==> config.mk <==
export PLATFORM = sky130hd
export DESIGN_NAME = mem_access
export DESIGN_NICKNAME = d
export VERILOG_FILES = /design/src/rtl/mem_access_pkg.sv /design/src/rtl/mem_align.sv /design/src/rtl/mem_access.sv
export SDC_FILE = /design/constraint.sdc
export NUM_CORES = 1
export LEC_CHECK = 0
export BUFFER_PORTS_ARGS = -buffer_cell sky130_fd_sc_hd__buf_2
export CAP_MARGIN = 20
export CORE_MARGIN = 3
export CORE_UTILIZATION = 25
export DETAILED_ROUTE_END_ITERATION = 10
export GPL_ROUTABILITY_DRIVEN = 0
export SLEW_MARGIN = 20
export SYNTH_ARGS = -nofsm -noshare
export SYNTH_HDL_FRONTEND = slang
export SYNTH_SLANG_ARGS = --single-unit
==> constraint.sdc <==
create_clock -name clk_i -period 3.21 [get_ports clk_i]
set_input_delay 0.4815 -clock clk_i [delete_from_list [all_inputs] [get_ports clk_i]]
set_output_delay 0.4815 -clock clk_i [all_outputs]
set_load 0.05 [all_outputs]
==> src/rtl/mem_access_pkg.sv <==
// Shared constants, types and helpers for the memory-access pipeline stage.
package mem_access_pkg;

  localparam int DEF_RADDR_WIDTH = 5;
  localparam int DEF_RDATA_WIDTH = 32;

  localparam logic [1:0] MEM_SIZE_B = 2'b00;
  localparam logic [1:0] MEM_SIZE_H = 2'b01;
  localparam logic [1:0] MEM_SIZE_W = 2'b10;

  localparam logic [1:0] MA_IDLE = 2'b00;
  localparam logic [1:0] MA_BUSY = 2'b01;
  localparam logic [1:0] MA_DONE = 2'b10;

  localparam logic [DEF_RADDR_WIDTH-1:0] ZERO_REG = '0;
  localparam logic [DEF_RDATA_WIDTH-1:0] ZERO = '0;
  localparam logic WRITE_DISABLE = 1'b0;

  // Everything about an access that must stay stable while the request is outstanding.
  typedef struct packed {
    logic [31:0] addr;
    logic [1:0]  size;
    logic        is_unsigned;
    logic [31:0] sdata;
    logic        load;
  } access_t;

  // Size code 11 falls into the word case.
  function automatic logic is_misaligned(input logic [1:0] size, input logic [1:0] off);
    logic mis;
    mis = 1'b0;
    case (size)
      MEM_SIZE_B: mis = 1'b0;
      MEM_SIZE_H: mis = off[0];
      default:    mis = |off;
    endcase
    return mis;
  endfunction

endpackage

==> src/rtl/mem_align.sv <==
// Combinational lane formatter: byte enables and replicated store data,
// plus shifted and sign/zero-extended load data.
module mem_align
  import mem_access_pkg::*;
(
  input  logic [1:0]  addr,
  input  logic [1:0]  size,
  input  logic        is_unsigned,
  input  logic [31:0] sdata,
  input  logic [31:0] rdata,
  output logic [3:0]  be,
  output logic [31:0] wdata,
  output logic [31:0] ldata
);

  logic [31:0] shifted;

  always_comb begin
    shifted = rdata >> {addr, 3'b000};
    be      = 4'b1111;
    wdata   = sdata;
    ldata   = shifted;
    case (size)
      MEM_SIZE_B: begin
        be    = 4'b0001 << addr;
        wdata = {4{sdata[7:0]}};
        ldata = {{24{~is_unsigned & shifted[7]}}, shifted[7:0]};
      end
      MEM_SIZE_H: begin
        be    = 4'b0011 << {addr[1], 1'b0};
        wdata = {2{sdata[15:0]}};
        ldata = {{16{~is_unsigned & shifted[15]}}, shifted[15:0]};
      end
      default: begin
        be    = 4'b1111;
        wdata = sdata;
        ldata = shifted;
      end
    endcase
  end

endmodule

==> src/rtl/mem_access.sv <==
// Memory-access pipeline stage: runs loads/stores over a req/ack data port,
// stalls upstream while busy and passes ALU results straight through otherwise.
module mem_access
  import mem_access_pkg::*;
#(
  parameter int RADDR_WIDTH = DEF_RADDR_WIDTH,
  parameter int RDATA_WIDTH = DEF_RDATA_WIDTH
) (
  input  logic                   clk_i,
  input  logic                   rst_i,
  input  logic [RADDR_WIDTH-1:0] reg_waddr_i,
  input  logic                   reg_we_i,
  input  logic [RDATA_WIDTH-1:0] reg_wdata_i,
  input  logic                   mem_rd_i,
  input  logic                   mem_wr_i,
  input  logic [1:0]             mem_size_i,
  input  logic                   mem_unsigned_i,
  input  logic [RDATA_WIDTH-1:0] mem_sdata_i,
  output logic                   dmem_req_o,
  output logic                   dmem_we_o,
  output logic [31:0]            dmem_addr_o,
  output logic [3:0]             dmem_be_o,
  output logic [31:0]            dmem_wdata_o,
  input  logic                   dmem_ack_i,
  input  logic [31:0]            dmem_rdata_i,
  output logic                   stall_o,
  output logic                   misalign_o,
  output logic [RADDR_WIDTH-1:0] reg_waddr_o,
  output logic                   reg_we_o,
  output logic [RDATA_WIDTH-1:0] reg_wdata_o
);

  logic [1:0]             state;
  access_t                acc_q;
  logic [RADDR_WIDTH-1:0] waddr_q;
  logic                   we_q;
  logic                   err_q;
  logic [31:0]            ldata_q;

  logic                   is_mem;
  logic                   mis_now;
  logic [31:0]            eff_addr;
  logic [3:0]             align_be;
  logic [31:0]            align_wdata;
  logic [31:0]            align_ldata;

  assign is_mem   = mem_rd_i | mem_wr_i;
  assign eff_addr = 32'(reg_wdata_i);
  assign mis_now  = is_misaligned(mem_size_i, eff_addr[1:0]);

  // The formatter only ever sees captured fields, so the bus stays stable until ack.
  mem_align u_align (
    .addr        (acc_q.addr[1:0]),
    .size        (acc_q.size),
    .is_unsigned (acc_q.is_unsigned),
    .sdata       (acc_q.sdata),
    .rdata       (dmem_rdata_i),
    .be          (align_be),
    .wdata       (align_wdata),
    .ldata       (align_ldata)
  );

  always_ff @(posedge clk_i) begin
    if (rst_i) begin
      state   <= MA_IDLE;
      acc_q   <= '0;
      waddr_q <= '0;
      we_q    <= 1'b0;
      err_q   <= 1'b0;
      ldata_q <= '0;
    end else begin
      case (state)
        MA_IDLE: begin
          if (is_mem) begin
            acc_q.addr        <= eff_addr;
            acc_q.size        <= mem_size_i;
            acc_q.is_unsigned <= mem_unsigned_i;
            acc_q.sdata       <= 32'(mem_sdata_i);
            acc_q.load        <= mem_rd_i;
            waddr_q           <= reg_waddr_i;
            we_q              <= reg_we_i;
            err_q             <= mis_now;
            ldata_q           <= '0;
            state             <= mis_now ? MA_DONE : MA_BUSY;
          end
        end
        MA_BUSY: begin
          if (dmem_ack_i) begin
            ldata_q <= align_ldata;
            state   <= MA_DONE;
          end
        end
        MA_DONE: state <= MA_IDLE;
        default: state <= MA_IDLE;
      endcase
    end
  end

  // Reset forces every output low, including the combinational pass-through.
  always_comb begin
    dmem_req_o   = 1'b0;
    dmem_we_o    = 1'b0;
    dmem_addr_o  = ZERO;
    dmem_be_o    = 4'b0000;
    dmem_wdata_o = ZERO;
    stall_o      = 1'b0;
    misalign_o   = 1'b0;
    reg_waddr_o  = RADDR_WIDTH'(ZERO_REG);
    reg_we_o     = WRITE_DISABLE;
    reg_wdata_o  = RDATA_WIDTH'(ZERO);
    if (!rst_i) begin
      case (state)
        MA_IDLE: begin
          reg_waddr_o = reg_waddr_i;
          reg_wdata_o = reg_wdata_i;
          if (is_mem) begin
            stall_o  = 1'b1;
            reg_we_o = WRITE_DISABLE;
          end else begin
            reg_we_o = reg_we_i;
          end
        end
        MA_BUSY: begin
          dmem_req_o   = 1'b1;
          dmem_we_o    = ~acc_q.load;
          dmem_addr_o  = {acc_q.addr[31:2], 2'b00};
          dmem_be_o    = align_be;
          dmem_wdata_o = align_wdata;
          stall_o      = 1'b1;
        end
        MA_DONE: begin
          reg_waddr_o = waddr_q;
          reg_wdata_o = RDATA_WIDTH'(ldata_q);
          reg_we_o    = we_q & acc_q.load & ~err_q;
          misalign_o  = err_q;
        end
        default: begin
          stall_o = 1'b0;
        end
      endcase
    end
  end

endmodule

==> impl_metrics.ini, run 1 <==
[status]
run_status = finished, final reports clean

[die]
initial_core_util = 0.256
ios = 220
die_h_um = 158
dieArea_um2 = 25100
fp.dieW_um = 158
rows = 55
core_area_um2 = 22700

[finish]
mostFrequentLayoutCells = 216 x buf_2, 174 x nand2_1, 108 x dfxtp_1
nets = 1034
drive_above_1_share = 0.288
multi_input_area_um2 = 3270
fill_cells = 2487
layout.cells.most_common = buf_2
final_util = 0.321
regArea_um2 = 2180
syn_to_final_growth_pct = 25.7

[global_route]
grt.busiest_layer = met2
grt_pass1_vias = 5405
use_met3 = 0.0375
overflow = 0
antenna_found_initial = 5
met1_usage = 0.208
grt_use_met2 = 0.268
grt_max_degree = 75
grt_pass1_wl_um = 30900
groute.usage.overall = 0.161

[pwr]
power.leakage_nw = 3.25
ir_worst_vdd_mv = 0.262
powerDensity_nw_per_um2 = 496

[clocking]
ctsHoldBuffers = 0
cts_buffers = 9
clock_tree.root_cell = clkbuf_16
post_cts_buffers = 0
cts_resized = 0
cts.path.max_buffers = 2
insertion_delay_ns = 0.36
clock_sinks = 109
clk_pin_slew_ns = 0.08
cts_tree = yes
htree_levels = 3

[sta]
period_share = 0.904
hold_viol = 0
grt_setup_unrepaired = false
setup_viol = 0
relSlewSlack = 0.392
finClkSkew_ns = 0.00970
fmax_ghz = 0.345
final_max_slew_viol_count = 0
post-route-min-period_ns = 2.90
fin_tns_setup_ns = 0
worst_pin_slew_ns = 0.908

[job]
max-cap-violations = 0

[logic_synthesis]
synth_warnings = 0
synth_area_um2 = 5810
synth.distinct_cells = 49
synthCells = 747
synth_seq_cells = 109
synth_top_area_frac = 0.376
ys_seq_area_frac = 0.376
synthTopCellsByArea = dfxtp_1 38%, nand2_1 11%, mux2i_1 10%, a21oi_1 8.7%, nor2_1 6.0%
yosys.area.top_type = dfxtp_1
postSynthAreaPerCell_um2 = 7.78

[drt]
avgViaCountPerCell = 4.71
drtIter0Drc = 300
avgRoutedWirePerCell_um = 17.0
routed_wl_um = 20700
ant_nets = 0
dr.pass1.iters = 5
vias = 5723
drc_errors = 0

[setup_path]
crit_path_max_fanout = 40
crit_path_end_kind = output pin
crit_type = reg2out
crit_arrival_ns = 2.42
cp-start-kind = register
critPathRequiredTime_ns = 2.73

[place]
io_buffers = 217
dp_hpwl_um = 14800

[min_path]
hold_class = in2reg
==> cells in the mapped netlist, drive strengths merged <==
library cell / number
a211o: 7
a211oi: 8
a21oi: 103
a221o: 16
a22oi: 2
a32oi: 7
and2: 45
and2b: 1
and3b: 1
buf: 43
clkbuf: 23
clkinv: 1
conb: 1
dfxtp: 109
inv: 2
mux2: 9
mux2i: 61
nand2: 174
nand2b: 1
nand3b: 2
nand4b: 2
nor2: 93
nor2b: 8
nor3: 6
nor4b: 1
o211ai: 1
o21ai: 11
o2bb2a: 1
o31a: 3
or2: 2
or3b: 1
or4: 1
xor2: 1
==> stage by stage <==
| step | hold slack (ns) | setup slack, ns | total power [mW] | cells | cell area, um2 |
|---|---|---|---|---|---|
| after detailed placement | 0.442 | 0.620 | 2.57 | 1198 | 7030 |
| after global placement | 0.440 | 0.679 | 2.57 | 1198 | 7030 |
| final | 0.352 | 0.309 | 3.62 | 1215 | 7300 |
| after CTS | 0.340 | 0.219 | 3.68 | 1214 | 7300 |
| after floorplan | 0.432 | 0.646 | 2.27 | 748 | 5810 |
| after global routing | 0.347 | 0.110 | 3.82 | 1215 | 7300 |
==> where the power goes <==
part	internal (mW)	switching (mW)	total, mW
Sequential	1.46	0.0887	1.54
Clock	0.535	0.557	1.09
Combinational	0.316	0.670	0.986
Total	2.31	1.32	3.62
==> area by class of cell <==
type / count / area share
clock inverters: 4 / 0.00463
inverters: 3 / 0.00171
diodes: 1 / 0.000343
flip-flops and latches: 109 / 0.299
well taps: 285 / 0.0489
clock buffers: 12 / 0.0324
repair buffers: 231 / 0.165
multi-input cells: 570 / 0.448
==> kinds of logic (layout without fill, tap and decap cells) <==
kind of cell / Yosys count / in the layout / share of synthesized area
simple gates: 338 / 338 / 0.258
xor+xnor: 1 / 1 / 0.00151
flops: 109 / 109 / 0.376
compound gates: 159 / 159 / 0.175
mux: 70 / 70 / 0.125
other cells: 1 / 3 / 0.000646
buf+inv: 69 / 250 / 0.0646
==> sequential cells by signal, summed over array words and instances (netlist names) <==
register and count:
acc_q 68, ldata_q 32, waddr_q 5, state 2, err_q 1, we_q 1
==> metal layers <==
| layer | routed length (um) | up-vias |
|---|---|---|
| met1 | 9200 | 2629 |
| met2 | 9860 | 191 |
| met3 | 1290 | 29 |
| met4 | 310 | 8 |
| li1 | - | 2866 |
| met5 | 49 | - |
==> worst max-delay path, cell delays in order, from the launching register on <==
cell      delay [ns]
dfxtp_2         0.75
or3b_1          0.25
clkinv_2        0.47
and2_1          0.38
buf_2           0.21
==> worst paths after layout <==
path	slack, ns	endpoint	start	cells past startpoint
worst max register to register	0.72	acc_q[36]	state[1]	6
worst max-delay path	0.31	dmem_addr_o[29]	state[1]	4
worst min-delay path	0.35	acc_q[19]	mem_sdata_i[18]	3
worst min register to register	0.45	acc_q[44]	acc_q[44]	2
Power figures use the tool's default switching activity.
==> run 2: changes to the inputs <==
--- a/config.mk
+++ b/config.mk
@@ -11,6 +11,8 @@
 export CORE_UTILIZATION = 25
 export DETAILED_ROUTE_END_ITERATION = 10
 export GPL_ROUTABILITY_DRIVEN = 0
+export HOLD_SLACK_MARGIN = 0.15
+export SETUP_SLACK_MARGIN = 0.4
 export SLEW_MARGIN = 20
 export SYNTH_ARGS = -nofsm -noshare
 export SYNTH_HDL_FRONTEND = slang
==> run 2 against run 1 <==
Hold slack improved by 0.0011 ns. Via count fell by 0.31%. Total power barely moved. Largest cell class unchanged. Combinational power barely moved. Clock power barely moved. Critical path type unchanged. First-iteration DRC count rose by 7.3%. Sequential cell count did not move. Die area did not move. Wire length barely moved. Design area barely moved.
==> impl_metrics.ini, run 2 (synthesis gave the netlist of run 1 again) <==
[min_path]
hold_start = mem_sdata_i[18]
holdPathEnd = acc_q[19]
hold_class = in2reg
min_path_cells = 3

[finish]
largest_reg_flops = 68
mostFrequentLayoutCells = 216 x buf_2, 174 x nand2_1, 108 x dfxtp_1
fill_cells = 2485
layout.cells.most_common = buf_2
regArea_um2 = 2190
final_util = 0.322
reg.largest.list = acc_q: 68 flops, ldata_q: 32 flops, waddr_q: 5 flops
drive_above_1_share = 0.290
nets = 1034
syn_to_final_growth_pct = 25.8
top_register = acc_q
multi_input_area_um2 = 3270

[global_route]
antenna_found_initial = 5
grt_pass1_vias = 5414
grt_pass1_wl_um = 30900
grt_max_degree = 75
overflow = 0
groute.usage.overall = 0.161

[drt]
routed_wl_um = 20700
ant_nets = 0
avgViaCountPerCell = 4.70
dr.pass1.iters = 5
drc_errors = 0
avgRoutedWirePerCell_um = 17.0
drtIter0Drc = 322
vias = 5705

[die]
ios = 220
die_h_um = 158
core_area_um2 = 22700
rows = 55
fp.dieW_um = 158
initial_core_util = 0.256
dieArea_um2 = 25100

[clocking]
ctsHoldBuffers = 0
cts_buffers = 9
clk_pin_slew_ns = 0.08
insertion_delay_ns = 0.36
clock_sinks = 109
cts.path.max_buffers = 2
clock_tree.root_cell = clkbuf_16
cts_tree = yes
post_cts_buffers = 0
htree_levels = 3

[sta]
period_share = 0.824
relSlewSlack = 0.429
finClkSkew_ns = 0.00894
hold_viol = 0
worst_pin_slew_ns = 0.857
final_max_slew_viol_count = 0
post-route-min-period_ns = 2.65
fin_tns_setup_ns = 0
worst_slack_ns = 0.565
whs_ns = 0.354
fmax_ghz = 0.378
setup_viol = 0
grt_setup_unrepaired = false

[pwr]
powerDensity_nw_per_um2 = 495
ir_worst_vdd_mv = 0.263
power.leakage_nw = 3.25
finalPower_mw = 3.62

[setup_path]
ff2ff_path_depth = 6
crit_arrival_ns = 2.16
reg2reg_from = state[1]
crit_chain = or3b_1 -> inv_4 -> o21ai_2 -> nor2_1 -> buf_2
crit_type = reg2out
crit_path_end_kind = output pin
timing.rr.end = acc_q[36]
critPathRequiredTime_ns = 2.73
reg2reg_slack_ns = 0.93
cp-start-kind = register
crit_path_max_fanout = 40
cpMaxStageDelayCell = or3b_1
cpPeakStageDelay_ns = 0.47

[place]
dp_hpwl_um = 14800
pre_cts_ws_ns = 0.620
io_buffers = 217

[job]
max-cap-violations = 0

[status]
run_status = finished, final reports clean
-- run 2: critical path: cells and delay by family (launching register included) --
family | cells | cell delay, ns
flops | 1 | 0.46
simple gates | 2 | 0.59
buf+inv | 2 | 0.63
compound gates | 1 | 0.13
-- run 2: worst max-delay path by stage --
stage,start,to
final,state[1],dmem_be_o[3]
after global routing,acc_q[35],dmem_wdata_o[11]
after CTS,state[1],dmem_addr_o[23]
after detailed placement,state[1],dmem_addr_o[23]
after global placement,state[1],dmem_wdata_o[5]
after floorplan,rst_i,dmem_wdata_o[15]
-- run 2: area by class of cell --
cell class | count | share of cell area
diodes | 1 | 0.000343
clock buffers | 12 | 0.0324
clock inverters | 4 | 0.00462
inverters | 3 | 0.00188
multi-input cells | 570 | 0.448
flip-flops and latches | 109 | 0.299
well taps | 285 | 0.0488
repair buffers | 231 | 0.165
-- run 2: routing by layer --
metal,global-route usage,wire [um],up-vias
met2,0.269,9850,198
met3,0.0375,1290,28
met1,0.207,9210,2601
li1,-,-,2870
met4,0.0459,308,8
met5,0,49,-
-- run 2: what timing repair did --
| action | CTS | global route |
|---|---|---|
| resized for setup | 1 | 2 |
| pin swaps | 0 | 0 |
| setup endpoints to repair | 41 | 46 |
-- run 2: where the power goes --
part / internal (mW) / switching [mW]
clock: 0.535 / 0.552
sequential: 1.46 / 0.0889
combinational: 0.317 / 0.672
-- run 2: metrics by stage --
step,instance area [um2],std cells
after floorplan,5810,748
after detailed placement,7030,1198
after CTS,7300,1214
after global placement,7030,1198
final,7310,1215
after global routing,7310,1215
